`src/rtl/clock_disp_pkg.sv`:
```
// Shared constants and types for the multiplexed clock display driver.
// Segment patterns are active-low, ordered {g,f,e,d,c,b,a}.
package clock_disp_pkg;

  typedef logic [1:0] digit_idx_t;

  localparam logic [6:0] SEG_0     = 7'b1000000;
  localparam logic [6:0] SEG_1     = 7'b1111001;
  localparam logic [6:0] SEG_2     = 7'b0100100;
  localparam logic [6:0] SEG_3     = 7'b0110000;
  localparam logic [6:0] SEG_4     = 7'b0011001;
  localparam logic [6:0] SEG_5     = 7'b0010010;
  localparam logic [6:0] SEG_6     = 7'b0000010;
  localparam logic [6:0] SEG_7     = 7'b1111000;
  localparam logic [6:0] SEG_8     = 7'b0000000;
  localparam logic [6:0] SEG_9     = 7'b0010000;
  localparam logic [6:0] SEG_DASH  = 7'b0111111;
  localparam logic [6:0] SEG_BLANK = 7'b1111111;

  localparam logic [3:0] AN_OFF = 4'b1111;

endpackage

```
`src/rtl/clock_display_driver_bcd_to_seg7.sv`:
```
// Combinational BCD to active-low 7-segment decoder.
// Non-BCD codes (10-15) render as a dash.
module bcd_to_seg7
  import clock_disp_pkg::*;
(
  input  logic [3:0] i_bcd,
  output logic [6:0] o_seg
);

  always_comb begin
    o_seg = SEG_DASH;
    case (i_bcd)
      4'd0: o_seg = SEG_0;
      4'd1: o_seg = SEG_1;
      4'd2: o_seg = SEG_2;
      4'd3: o_seg = SEG_3;
      4'd4: o_seg = SEG_4;
      4'd5: o_seg = SEG_5;
      4'd6: o_seg = SEG_6;
      4'd7: o_seg = SEG_7;
      4'd8: o_seg = SEG_8;
      4'd9: o_seg = SEG_9;
      default: o_seg = SEG_DASH;
    endcase
  end

endmodule

```
`src/rtl/clock_display_driver.sv`:
```
// Four-digit multiplexed clock display with anti-ghost blanking and 1 Hz colon dp.
// Optional LEADING_ZERO_BLANK_EN suppresses a leading zero in the leftmost digit.
module clock_display_driver
  import clock_disp_pkg::*;
#(
  parameter int CLK_HZ     = 100000000,
  parameter int REFRESH_HZ = 1000,
  parameter int BLANK_CYC  = 16
) (
  input  logic       clk,
  input  logic       rst,
  input  logic [3:0] h2,
  input  logic [3:0] h1,
  input  logic [3:0] m2,
  input  logic [3:0] m1,
  input  logic [3:0] s2,
  input  logic [3:0] s1,
  input  logic       mode_sel,
  output logic [3:0] an,
  output logic [6:0] seg,
  output logic       dp
);

  localparam int DIG_CYC  = CLK_HZ / REFRESH_HZ;
  localparam int HALF_CYC = CLK_HZ / 2;
  localparam int SLOT_W   = $clog2(DIG_CYC);
  localparam int HALF_W   = $clog2(HALF_CYC);
  localparam logic [SLOT_W-1:0] SLOT_LAST  = SLOT_W'(DIG_CYC - 1);
  localparam logic [SLOT_W-1:0] SLOT_BLANK = SLOT_W'(BLANK_CYC);
  localparam logic [HALF_W-1:0] HALF_LAST  = HALF_W'(HALF_CYC - 1);

  logic [SLOT_W-1:0] r_slot_cnt;
  logic [HALF_W-1:0] r_half_cnt;
  digit_idx_t        r_idx;
  logic              r_phase;
  logic              r_first;
  logic [3:0][3:0]   r_snap;
  logic [3:0]        r_an;
  logic [6:0]        r_seg;
  logic              r_dp;

  logic              w_slot_end;
  logic              w_half_end;
  logic              w_capture;
  logic [3:0][3:0]   w_frame;
  logic [3:0]        w_digit;
  logic [6:0]        w_seg_dec;
  logic              w_blank;
  logic              w_lz_off;
  logic              w_off;

  assign w_slot_end = (r_slot_cnt == SLOT_LAST);
  assign w_half_end = (r_half_cnt == HALF_LAST);
  // Capture on the first cycle out of reset and whenever the scan wraps to index 0.
  assign w_capture  = r_first | (w_slot_end && (r_idx == 2'd3));
  assign w_frame    = mode_sel ? {m2, m1, s2, s1} : {h2, h1, m2, m1};
  assign w_digit    = r_snap[r_idx];
  assign w_blank    = (r_slot_cnt < SLOT_BLANK);

`ifdef LEADING_ZERO_BLANK_EN
  assign w_lz_off = (r_idx == 2'd3) && (r_snap[3] == 4'd0);
`else
  assign w_lz_off = 1'b0;
`endif

  assign w_off = w_blank | w_lz_off;

  bcd_to_seg7 u_dec (
    .i_bcd (w_digit),
    .o_seg (w_seg_dec)
  );

  always_ff @(posedge clk) begin
    if (rst) begin
      r_slot_cnt <= '0;
      r_half_cnt <= '0;
      r_idx      <= 2'd0;
      r_phase    <= 1'b1;
      r_first    <= 1'b1;
      r_snap     <= '0;
      r_an       <= AN_OFF;
      r_seg      <= SEG_BLANK;
      r_dp       <= 1'b1;
    end else begin
      r_first    <= 1'b0;
      r_slot_cnt <= w_slot_end ? '0 : r_slot_cnt + 1'b1;
      r_half_cnt <= w_half_end ? '0 : r_half_cnt + 1'b1;
      if (w_slot_end) begin
        r_idx <= r_idx + 2'd1;
      end
      if (w_half_end) begin
        r_phase <= ~r_phase;
      end
      if (w_capture) begin
        r_snap <= w_frame;
      end
      r_an  <= w_off ? AN_OFF : ~(4'b0001 << r_idx);
      r_seg <= w_off ? SEG_BLANK : w_seg_dec;
      r_dp  <= ~((r_idx == 2'd2) && !w_blank && r_phase);
    end
  end

  assign an  = r_an;
  assign seg = r_seg;
  assign dp  = r_dp;

endmodule

```
`config.mk`:
```
export PLATFORM = sky130hd
export DESIGN_NAME = clock_display_driver
export DESIGN_NICKNAME = d
export VERILOG_FILES = /design/src/rtl/clock_disp_pkg.sv /design/src/rtl/clock_display_driver_bcd_to_seg7.sv /design/src/rtl/clock_display_driver.sv
export SDC_FILE = /design/constraint.sdc
export NUM_CORES = 1
export LEC_CHECK = 0
export ABC_AREA = 0
export BUFFER_PORTS_ARGS = -buffer_cell sky130_fd_sc_hd__buf_4
export CAP_MARGIN = 0
export CORE_MARGIN = 2
export CORE_UTILIZATION = 58
export CTS_CLUSTER_SIZE = 30
export DETAILED_ROUTE_END_ITERATION = 10
export GPL_TIMING_DRIVEN = 1
export PLACE_DENSITY = 0.79
export RECOVER_POWER = 50
export SLEW_MARGIN = 20
export SYNTH_ARGS = -nofsm -noshare
export SYNTH_HDL_FRONTEND = slang
export SYNTH_SLANG_ARGS = --single-unit
```
`constraint.sdc`:
```
create_clock -name clk -period 2.4 [get_ports clk]
set_clock_uncertainty 0.1 [all_clocks]
set_input_delay 0 -clock clk [delete_from_list [all_inputs] [get_ports clk]]
set_output_delay 0 -clock clk [all_outputs]
set_load 0.01 [all_outputs]
```
* Yosys cells after proc, flatten, opt, wreduce, memory -nomap -nowiden
Memory sizes are Yosys's and may differ from the RTL's. A register that Yosys moved wholly into a read port is not among the register bits. Index checks and enable logic that the tools add are counted.
Storage, ports and cells: flip-flop bits (word level) 68, memory bits (read-only) 112, bits of input ports 27, memories 1
Memory list:
- (name not given) | depth 16, width 7, read ports 1, clocked after memory_dff 1, wr ports 0, line clock_display_driver_bcd_to_seg7.sv:12 | case (i_bcd)
Operators by class: add/sub/neg operators 3, magnitude comparators 2, equality and inequality tests 4, shift operators 1, multiplexer cells 4, bitwise logic cells 4, reductions and logical operators 7
Operator list (number):
- $add 26x1->26 const B | 1
- $eq 26x26->1 const B | 1
- $add 17x1->17 const B | 1
- $eq 17x17->1 const B | 1
- $lt 17x5->1 const B | 1
- $mux 16 | 1
- $bmux 4 s2 | 1
- $reduce_or 2->1 | 3
- $eq 2x2->1 const B | 2
- $mux 4 | 1
- $not 4->4 | 1
- $shl 1x2->4 const A | 1
- $logic_and 1x1->1 | 3
- $lt 2x3->1 const B | 1
- $add 2x1->2 const B | 1
- $not 1->1 | 2
- $logic_not 1->1 | 1
- $mux 1 | 1
- $or 1x1->1 | 1

* Depth between registers and ports, before layout
Gate-level depths: netlist of the first run.
depth after elaboration 5, mapped depth 8, mapped depth without buffers 7

* Modules after synthesis
A second synthesis of the first run with hierarchy kept.
Unflattened totals: cell total of the unflattened synthesis 394, area total of the unflattened synthesis 3677.3 um2
By module, submodules not included:
- clock_display_driver | times used 1, cells an instance 361, area each 3472.1 um2, seq. area each 1501.4 um2
- bcd_to_seg7 | times used 1, cells an instance 33, area each 205.2 um2, seq. area each 0.0 um2

* Worst setup path before layout of the first run
No wires, ideal clock.
path type register -> register, from register r_slot_cnt[0], to register r_snap[10] (netlist name), setup time 0.121 ns, data arrival time 1.918 ns, required time 2.179 ns, slack 0.262 ns, stages on the path, launching flop included 7, path buffers 1, clock period less this slack 2.138 ns, path through dfxtp_1 ha_1 nand3_1 nor3_1 a31oi_1 buf_2 mux2_2
On the way: word-level cells in the longest chain between the ends 3
RTL lines:
- start, declared | line clock_display_driver.sv:32 | logic [SLOT_W-1:0] r_slot_cnt;
- start signal, assigned | line clock_display_driver.sv:86 | r_slot_cnt <= w_slot_end ? '0 : r_slot_cnt + 1'b1;
- $eq 17x17->1 | line clock_display_driver.sv:52 | assign w_slot_end = (r_slot_cnt == SLOT_LAST);
- $logic_and 1x1->1 | line clock_display_driver.sv:55 | assign w_capture = r_first | (w_slot_end && (r_idx == 2'd3));
- $or 1x1->1 | line clock_display_driver.sv:55
- end signal, assigned | line clock_display_driver.sv:95 | r_snap <= w_frame;
- end, declared | line clock_display_driver.sv:37 | logic [3:0][3:0] r_snap;
Every way passes these cells. A chain may end at the register's enable or synchronous reset.

* Worst setup path in the final report of the first run
from register r_slot_cnt[0], to register r_slot_cnt[16]
On the way: word-level cells in the longest chain between the ends 2
RTL lines:
- branches (longest 2 deep; another with $add 17x1->17)
Several ways; the timed one is not identified.

==> results of run 1 <==
[logic make-up after synthesis]
logic type,share of synthesized area (%)
flops,42.05
xor+xnor,5.396
simple gates,24.04
fa+ha+maj,3.854
mux,12.37
compound gates,8.795
buf+inv,3.504
[repair_timing]
action / in CTS / in global routing
hold endpoints to repair: 21 / 0
endpoints found under the setup margin: 0 / 32
hold buffers: 32 / 0
setup buffers: 0 / 0
gates resized for setup: 0 / 2
[cell type report]
class | instances | area [um^2]
clock buffer | 12 | 155.1
clock inverter | 4 | 25.02
fill | 420 | 1563
inverter | 14 | 52.55
multi-input combinational | 287 | 1953
sequential | 75 | 1501
tap | 75 | 93.84
timing repair buffer | 73 | 576.8
[per-layer routing]
metal | part of all wire, % | up-vias | track usage (%)
met5 | 0 | - | 0
met4 | 2.1 | 0 | 9.333
met3 | 3.1 | 14 | 5.217
met2 | 52 | 57 | 45.00
met1 | 43 | 1463 | 29.93
li1 | - | 1524 | -
[registers in the layout (all words and copies together) (netlist names)]
name and cells:
an 4, dp 1, r_first 1, r_half_cnt 26
r_idx 2, r_phase 1, r_slot_cnt 17, r_snap 16
seg 7
[worst max-delay path, stage by stage, from the launching register on]
cell and delay (ns):
dfxtp_1 0.43, ha_1 0.23, nand3_1 0.24, or4_4 0.64, or4_1 0.41, a21oi_1 0.15
[power by group through the flow]
stage	Clock, uW	Sequential (uW)	Combinational, uW
3_3_place_gp	0	1320	179
6_report	903	1290	246
4_1_cts	896	1290	234
2_1_floorplan	0	1310	130
3_5_place_dp	0	1320	184
5_1_grt	969	1300	269
[per-stage QoR]
step	hold WS [ns]	setup WS [ns]	instance area (um^2)	total power (uW)	util [%]
3_5_place_dp	0.2590	0.2043	3900	1505	65.87
2_1_floorplan	-0.07228	0.2618	3571	1445	-
4_1_cts	0.01119	0.1766	4400	2421	74.32
6_report	0.05110	0.1411	4358	2444	73.61
5_1_grt	0.08135	0.004159	4358	2535	73.61
3_3_place_gp	0.2555	0.2673	3900	1498	65.87
[path summary, 6_finish.rpt]
kind                                        to  slack (ns)  depth (start not counted)
worst min register to register              dp        0.32                          1
worst max register to register  r_slot_cnt[16]        0.14                          5
worst min-delay path                 r_snap[8]        0.05                          4
worst max-delay path            r_slot_cnt[16]        0.14                          5
[placed cells by master (no fill, tap or decap), types with 8 or more instances in the layout]
cell type	count
nor3_1	8
ha_1	11
buf_4	27
or3_1	12
nor2b_1	18
dlygate4sd3_1	32
clkbuf_8	11
nor2_1	49
clkbuf_1	14
nand4_1	9
nand3_1	17
xor2_1	9
a21oi_1	22
xnor2_1	13
o21ai_0	17
dfxtp_1	75
or4_1	9
nand2_1	20
mux2i_1	16
inv_1	14
mux2_2	17
==> summary.txt, run 1 <==
Run status
  • Outcome: finished, final reports clean

Placement
  • Post-detail-place hpwl: 4759 um
  • Post-Place Cells: 492
  • Placer's final routability congestion estimate: 0.7991
  • IO buf count: 38

Critical path
  • CP Launch Type: register
  • Arr. time, crit path: 2.44 ns
  • Worst r2r src: r_slot_cnt[0]
  • CP required: 2.58 ns
  • CP max FO: 7
  • Critical path class: register to register
  • Critical Path Sink Type: register
  • Critical Path Source: r_slot_cnt[0]

Synthesis
  • Yosys cell types: 39
  • EDFF count, synth: 0
  • Most common cell in the synthesized netlist: dfxtp_1
  • Sequential fraction of the synthesis area: 42.05%
  • Async SR Flop Fraction: 0%
  • Ys Warns: 0
  • Flops & latches, synth: 75
  • Post-synth top area share: 42.05%
  • Cells after synthesis: 393
  • Synth top area cells: dfxtp_1, mux2_2, nor2_1
  • Synth cell count leaders: dfxtp_1, nor2_1, a21oi_1
  • Leading register cell type out of synthesis: dfxtp_1
  • Synthesized Nets: 431
  • Synth area leader: dfxtp_1
  • Synth Cell Area: 3571 um^2
  • Syn Area/Cell: 9.086 um^2

Power
  • Total leakage power: 0.001611 uW
  • Switch Pwr: 602.8 uW
  • Pint: 1841 uW
  • Comb power frac: 10.1%
  • Seq pwr share: 53.0%
  • Sw Share: 24.67%
  • PD cells: 560.7 nW/um^2
  • VDD IR-drop max: 0.4263 mV
  • Clk pwr share: 37.0%

Finish
  • Final #Nets: 498
  • Layout cells sized above 1: 14.62%
  • Ant diodes: 0
  • Finished Layout Cells: 540
  • Syn-to-layout area delta: 22.04%

Min path
  • Hold crit path type: primary input to register
  • Launch point of the worst hold path: m1[0]

Floorplan
  • Die Area: 6800 um^2
  • Num ports: 39
  • Die Wd: 82.47 um
  • Die H: 82.47 um
  • Initial core utilization: 60.31%
  • Cell Rows: 28
  • Core area: 5921 um^2

Routing
  • Via count: 3,058
  • DRT Wirelength: 8036 um
  • DRC: 0
  • Post-route ant nets: 0
  • Initial DRT Pass Iterations: 4
  • Via density per instance: 5.663
  • Routed WL per cell: 14.88 um
  • DR iter-0 viols: 167

Clock tree
  • Clock sink total: 75
  • # H-tree levels: 3
  • CTS Buf Count: 9
  • Clock buffer depth: 2
  • Clock latency on the worst-skew pair: 0.35 ns
  • Worst-path clk slew: 0.08 ns
  • TritonCTS clock tree: done
  • Root Buffer Master: clkbuf_8

Timing
  • Pin slew with the least headroom to its limit: 0.6907 ns
  • Final Max Slew Viols: 0
  • Final TNS setup: 0 ns
  • Max_slew headroom: 53.35%
  • RSZ-0062 raised after global routing: false
  • Fin. Hold Viols: 0
  • Final min period: 2.259 ns
  • Setup violations, final: 0
  • Period utilization: 94.12%
  • F_max: 442.7 MHz

Global route
  • Vias in the first global route: 2,900
  • Largest net degree at the start of global routing: 42
  • Global-route usage over all layers: 25.33%
  • First-pass GRT wire length: 13,110 um
  • GRT overflow: 0
  • Antenna violations before repair: 0

Run
  • MaxCap Viol Count: 0
Note: power is estimated with default switching activity, not from simulation.
==> inputs of run 2 (changes only) <==
Settings changed: CORE_UTILIZATION 58 to 53, GPL_TIMING_DRIVEN 1 to 0, PLACE_DENSITY 0.79 to 0.76.
Clock period 2.4 ns to 1.9 ns, I/O delays scaled along.
==> summary.txt, run 2 (synthesized netlist as in run 1, its figures left out) <==
Routing
  • Initial DRT Pass Iterations: 5 (was 4)
  • Post-route ant nets: 0 (unchanged)
  • DR iter-0 viols: 236 (was 167)
  • Via count: 3,426 (was 3,058)
  • DRC: 0 (unchanged)
  • DRT Wirelength: 9954 um (was 8036 um)
  • Routed WL per cell: 16.99 um (was 14.88 um)
  • Via density per instance: 5.846 (was 5.663)

Placement
  • Placer's final routability congestion estimate: 0.8005 (was 0.7991)
  • Post-Place Cells: 507 (was 492)
  • Post-detail-place hpwl: 5203 um (was 4759 um)
  • IO buf count: 37 (was 38)

Finish
  • Area occupied by multi-input gates: 2241 um^2 (was 1953 um^2)
  • Most common cell after layout, fill and taps aside: dfxtp_1 (unchanged)
  • Finished Layout Cells: 586 (was 540)
  • Biggest register: r_half_cnt (unchanged)
  • Fillcell total: 353 (was 420)
  • Most frequent cells in the layout: dfxtp_1, buf_4, nor2_1 (was dfxtp_1, nor2_1, dlygate4sd3_1)
  • Top Registers: r_half_cnt: 26 flops, r_slot_cnt: 17 flops, r_snap: 16 flops (unchanged)
  • Layout cells sized above 1: 33.60% (was 14.62%)
  • Final #Nets: 543 (was 498)
  • Sequential cell area: 1549 um^2 (was 1501 um^2)
  • Max FFs per register: 26 (unchanged)
  • Ant diodes: 0 (unchanged)
  • Syn-to-layout area delta: 41.94% (was 22.04%)

Timing
  • Setup violations, final: 33 (was 0)
  • Final min period: 1.976 ns (was 2.259 ns)
  • F_max: 506.2 MHz (was 442.7 MHz)
  • Max_slew headroom: 46.87% (was 53.35%)
  • Pin slew with the least headroom to its limit: 0.7969 ns (was 0.6907 ns)
  • Final Max Slew Viols: 0 (unchanged)
  • Period utilization: 104.0% (was 94.12%)
  • RSZ-0062 raised after global routing: true (was false)
  • Final worst slack: -0.07568 ns (was 0.1411 ns)
  • Fin. Hold Viols: 0 (unchanged)

Clock tree
  • # H-tree levels: 3 (unchanged)
  • CTS Buf Count: 9 (unchanged)
  • Clock latency on the worst-skew pair: 0.36 ns (was 0.35 ns)
  • Root Buffer Master: clkbuf_8 (unchanged)
  • Clock sink total: 75 (unchanged)
  • Clock buffer depth: 2 (unchanged)
  • TritonCTS clock tree: done (unchanged)
  • Worst-path clk slew: 0.08 ns (about the same)

Floorplan
  • Core area: 6422 um^2 (was 5921 um^2)
  • Initial core utilization: 55.60% (was 60.31%)
  • Die Wd: 86.08 um (was 82.47 um)
  • Die H: 86.08 um (was 82.47 um)
  • Die Area: 7410 um^2 (was 6800 um^2)
  • Num ports: 39 (unchanged)
  • Cell Rows: 29 (was 28)

Critical path
  • Critical Path Sink Type: register (unchanged)
  • CP Launch Type: register (unchanged)
  • Arr. time, crit path: 2.17 ns (was 2.44 ns)
  • CP max FO: 3 (was 7)
  • Critical path class: register to register (unchanged)
  • Flop-to-flop setup slack: -0.08 ns (was 0.14 ns)
  • CP required: 2.10 ns (was 2.58 ns)

Global route
  • First-pass GRT wire length: 14,430 um (was 13,110 um)
  • Antenna violations before repair: 0 (unchanged)
  • Largest net degree at the start of global routing: 13 (was 42)
  • GRT overflow: 0 (unchanged)
  • Vias in the first global route: 3,097 (was 2,900)
  • Global-route usage over all layers: 24.91% (was 25.33%)

Run
  • MaxCap Viol Count: 0 (unchanged)

Power
  • PD cells: 635.9 nW/um^2 (was 560.7 nW/um^2)
  • Power Total: 3223 uW (was 2444 uW)
  • Total leakage power: 0.001921 uW (was 0.001611 uW)
  • VDD IR-drop max: 0.5039 mV (was 0.4263 mV)

Run status
  • Violated checks: negative setup slack
  • Outcome: finished with violations (was finished, final reports clean)

Min path
  • Hold crit path type: primary input to register (unchanged)
[run 2: report_power, final]
group	switching [uW]	total [uW]	internal, uW
Combinational	179	406	227
Clock	595	1190	590
Sequential	29.5	1630	1600
Total	804	3220	2420
[run 2: metal layers]
layer / GRT usage [%] / vias up / routed length (um) / share of wire (%)
met3: 6.737 / 33 / 484 / 4.9
met4: 10.82 / 0 / 297 / 3.0
met2: 42.28 / 112 / 5126 / 51
met1: 29.46 / 1661 / 4045 / 41
met5: 0 / - / 0 / 0
li1: - / 1620 / - / -
[run 2: layout make-up]
class / instances / share of cell area [%]
plain buffers: 16 / 2.049
clock buffers: 9 / 2.444
clock inverters: 6 / 1.111
inverters: 14 / 1.086
multi-input cells: 287 / 44.21
flip-flops and latches: 75 / 30.56
well taps: 77 / 1.901
repair buffers: 102 / 16.64
[run 2: per-stage QoR]
| step | instance area (um^2) | util, % | TNS (ns) | setup WS, ns | hold WS (ns) |
|---|---|---|---|---|---|
| floorplan | 3633 | - | -0.007903 | -0.007903 | -0.07228 |
| global placement | 4008 | 62.40 | -8.397 | -0.2054 | 0.05663 |
| detailed placement | 4008 | 62.40 | -10.45 | -0.2802 | 0.06050 |
| CTS | 4763 | 74.17 | -0.2262 | -0.06642 | 0.2272 |
| global route | 5069 | 78.92 | -3.746 | -0.1272 | 0.2545 |
| finish | 5069 | 78.92 | -1.205 | -0.07568 | 0.2609 |
[run 2: worst max-delay path, stage by stage, from the launching register on]
cell and delay (ns):
dfxtp_4 0.37, ha_4 0.16, nand2_4 0.05, or4_4 0.50, buf_6 0.15, or4_4 0.48, a21oi_2 0.12
[run 2: path summary, 6_finish.rpt]
path / cells past startpoint / endpoint / from
worst max-delay path: 6 / r_half_cnt[24] / r_half_cnt[0]
worst min-delay path: 2 / r_first / rst
worst max register to register: 6 / r_half_cnt[24] / r_half_cnt[0]
worst min register to register: 1 / r_half_cnt[0] / r_half_cnt[0]
[run 2: timing repair]
action | in CTS | in global routing
gates cloned | 0 | 1
setup buffers | 18 | 15
pin swaps | 13 | 20
endpoints found under the setup margin | 53 | 46
endpoints found under the hold margin | 24 | 0
hold buffers | 31 | 0
gates resized for setup | 38 | 60
==> inputs of run 3 (changes only) <==
Settings changed: CORE_MARGIN 2 to 5, PLACE_DENSITY 0.76 to 0.79.
==> summary.txt, run 3 (synthesized netlist as in run 1, its figures left out) <==
Clock tree
  • Root Buffer Master: clkbuf_8 (unchanged)
  • # H-tree levels: 3 (unchanged)
  • Clock sink total: 75 (unchanged)
  • Clock latency on the worst-skew pair: 0.36 ns (about the same)
  • TritonCTS clock tree: done (unchanged)
  • Worst-path clk slew: 0.08 ns (about the same)
  • Clock buffer depth: 2 (unchanged)
  • CTS Buf Count: 9 (unchanged)

Global route
  • GRT overflow: 0 (unchanged)
  • Global-route usage over all layers: 20.51% (was 24.91%)
  • Vias in the first global route: 3,111 (was 3,097)
  • Largest net degree at the start of global routing: 14 (was 13)
  • First-pass GRT wire length: 14,190 um (was 14,430 um)
  • Antenna violations before repair: 0 (unchanged)

Placement
  • Post-Place Cells: 510 (was 507)
  • Setup WS pre-CTS: -0.2679 ns (was -0.2802 ns)
  • IO buf count: 37 (unchanged)
  • Post-detail-place hpwl: 5188 um (was 5203 um)
  • Placer's final routability congestion estimate: 0.8255 (was 0.8005)

Critical path
  • Reg2Reg Capture Point: r_half_cnt[4] (was r_half_cnt[24])
  • Critical path cell sequence: buf_4, nor4b_1, nand4_1, o21bai_4, buf_4, nor2_1 (was ha_4, nand2_4, or4_4, buf_6, or4_4, a21oi_2)
  • Cell depth of the worst flop-to-flop path: 6 (unchanged)
  • CP max stage cell: nor4b_1 (was or4_4)
  • Arr. time, crit path: 2.20 ns (was 2.17 ns)
  • CP Launch Type: register (unchanged)
  • Flop-to-flop setup slack: -0.15 ns (was -0.08 ns)
  • Worst r2r src: r_half_cnt[9] (was r_half_cnt[0])
  • Most frequent CP cell: buf_4 (was or4_4)
  • Worst Path Buf+Inv: 2 (was 1)
  • CP delay by family, top: simple AND/OR/NAND/NOR gates (unchanged)
  • Largest stage delay, worst path: 0.43 ns (was 0.50 ns)
  • CP required: 2.05 ns (was 2.10 ns)
  • Critical path class: register to register (unchanged)
  • CP max FO: 10 (was 3)
  • Critical Path Sink Type: register (unchanged)

Power
  • Comb power frac: 11.8% (was 12.6%)
  • Clk pwr share: 38.1% (was 36.8%)
  • Sw Share: 24.66% (was 24.95%)
  • Seq pwr share: 50.1% (was 50.6%)
  • PD cells: 645.3 nW/um^2 (was 635.9 nW/um^2)
  • Switch Pwr: 801.6 uW (was 804.0 uW)
  • Total leakage power: 0.001901 uW (was 0.001921 uW)
  • Pint: 2449 uW (was 2419 uW)
  • VDD IR-drop max: 0.4632 mV (was 0.5039 mV)

Timing
  • Final worst slack: -0.1473 ns (was -0.07568 ns)
  • Setup violations, final: 27 (was 33)
  • RSZ-0062 raised after global routing: true (unchanged)
  • Period utilization: 107.8% (was 104.0%)
  • Max_slew headroom: 53.42% (was 46.87%)
  • Final min period: 2.047 ns (was 1.976 ns)
  • Hold slack: 0.3359 ns (was 0.2609 ns)
  • Fin. Hold Viols: 0 (unchanged)
  • Pin slew with the least headroom to its limit: 0.6987 ns (was 0.7969 ns)
  • F_max: 488.4 MHz (was 506.2 MHz)
  • Final Max Slew Viols: 0 (unchanged)

Run status
  • Violated checks: negative setup slack (unchanged)
  • Outcome: finished with violations (unchanged)

Finish
  • Most common cell after layout, fill and taps aside: buf_4 (was dfxtp_1)
  • Max FFs per register: 26 (unchanged)
  • Ant diodes: 0 (unchanged)
  • Layout cells sized above 1: 33.79% (was 33.60%)
  • Finished Layout Cells: 589 (was 586)
  • Syn-to-layout area delta: 41.07% (was 41.94%)
  • Final #Nets: 542 (was 543)
  • Biggest register: r_half_cnt (unchanged)
  • Fillcell total: 400 (was 353)
  • Top Registers: r_half_cnt: 26 flops, r_slot_cnt: 17 flops, r_snap: 16 flops (unchanged)
  • Most frequent cells in the layout: buf_4, dfxtp_1, nor2_1 (was dfxtp_1, buf_4, nor2_1)
  • Final core utilization: 75.39% (was 78.92%)

Routing
  • Routed WL per cell: 15.88 um (was 16.99 um)
  • DR iter-0 viols: 178 (was 236)
  • Initial DRT Pass Iterations: 4 (was 5)
  • Post-route ant nets: 0 (unchanged)
  • Via density per instance: 5.618 (was 5.846)
  • Via count: 3,309 (was 3,426)
  • DRT Wirelength: 9351 um (was 9954 um)
  • DRC: 0 (unchanged)

Min path
  • Hold Path Sink: dp (was r_first)
  • Launch point of the worst hold path: r_phase (was rst)
  • Hold crit path type: register to register (was primary input to register)
  • Worst Hold Depth: 1 (was 2)

Floorplan
  • Core area: 6681 um^2 (was 6422 um^2)
  • Cell Rows: 30 (was 29)
  • Die H: 92.08 um (was 86.08 um)
  • Die Wd: 92.08 um (was 86.08 um)
  • Num ports: 39 (unchanged)
  • Die Area: 8479 um^2 (was 7410 um^2)
  • Initial core utilization: 53.45% (was 55.60%)

Run
  • MaxCap Viol Count: 0 (unchanged)
run 3: changes by cell type in the layout (fill, tap and decap cells not counted), moves of 2 or more:
| cell | change |
|---|---|
| inv_4 | -2 |
| a21oi_1 | +3 |
| or3_1 | +3 |
| a21oi_2 | -3 |
| clkinv_2 | -3 |
| or3_4 | -3 |
| dfxtp_2 | +5 |
| o31ai_2 | +2 |
| dfxtp_1 | -5 |
run 3: power by group through the flow:
stage | Clock, uW | Sequential (uW) | Combinational [uW]
after CTS | 1250 | 1630 | 327
after global routing | 1320 | 1630 | 416
after global placement | 0 | 1670 | 238
final | 1240 | 1630 | 383
after detailed placement | 0 | 1670 | 244
after floorplan | 0 | 1660 | 168
run 3: stage by stage:
step	setup TNS, ns	cell area, um^2	power [uW]
global route	-4.770	5037	3375
CTS	-0.1064	4785	3209
finish	-2.336	5037	3251
floorplan	-0.007903	3633	1831
detailed placement	-10.19	4011	1914
global placement	-8.310	4011	1906
run 3: worst max path at each step:
stage / start / to / slack (ns) / depth (start not counted)
after global routing: r_half_cnt[9] / r_half_cnt[3] / -0.21 / 6
after floorplan: r_half_cnt[3] / r_half_cnt[24] / -0.008 / 5
after CTS: r_half_cnt[7] / r_half_cnt[24] / -0.07 / 5
after global placement: r_slot_cnt[11] / r_slot_cnt[9] / -0.21 / 5
after detailed placement: r_slot_cnt[11] / r_slot_cnt[8] / -0.27 / 5
final: r_half_cnt[9] / r_half_cnt[4] / -0.15 / 6
run 3: layer usage:
layer,global-route usage [%],routed length [um],vias up
met1,25.01,3958,1587
met3,4.430,388,21
met4,7.921,215,0
met5,0,0,-
met2,35.22,4789,83
li1,-,-,1618
run 3: final cells by class:
| type | count | area [um^2] | area share, % |
|---|---|---|---|
| Buffer | 16 | 111.4 | 2.211 |
| Timing Repair Buffer | 101 | 810.8 | 16.10 |
| Clock buffer | 12 | 176.4 | 3.502 |
| Multi-Input combinational cell | 287 | 2201 | 43.69 |
| Inverter | 14 | 52.55 | 1.043 |
| Clock inverter | 4 | 30.03 | 0.5961 |
| Tap cell | 80 | 100.1 | 1.987 |
| Sequential cell | 75 | 1555 | 30.87 |
run 3: worst register-to-register path, delay by kind of cell (launching register included):
kind,cells,cell delay [ns]
buffers and inverters,2,0.41
AO/OA/AOI/OAI,1,0.33
flip-flops,1,0.33
AND/OR/NAND/NOR,3,0.78
run 3: timing repair:
item | 4_1_cts | 5_1_grt
endpoints found under the hold margin | 24 | 0
endpoints found under the setup margin | 60 | 56
resized for setup | 36 | 66
buffers inserted | 18 | 15
gates cloned | 0 | 0
hold buffers | 31 | 0
pin swaps | 9 | 15
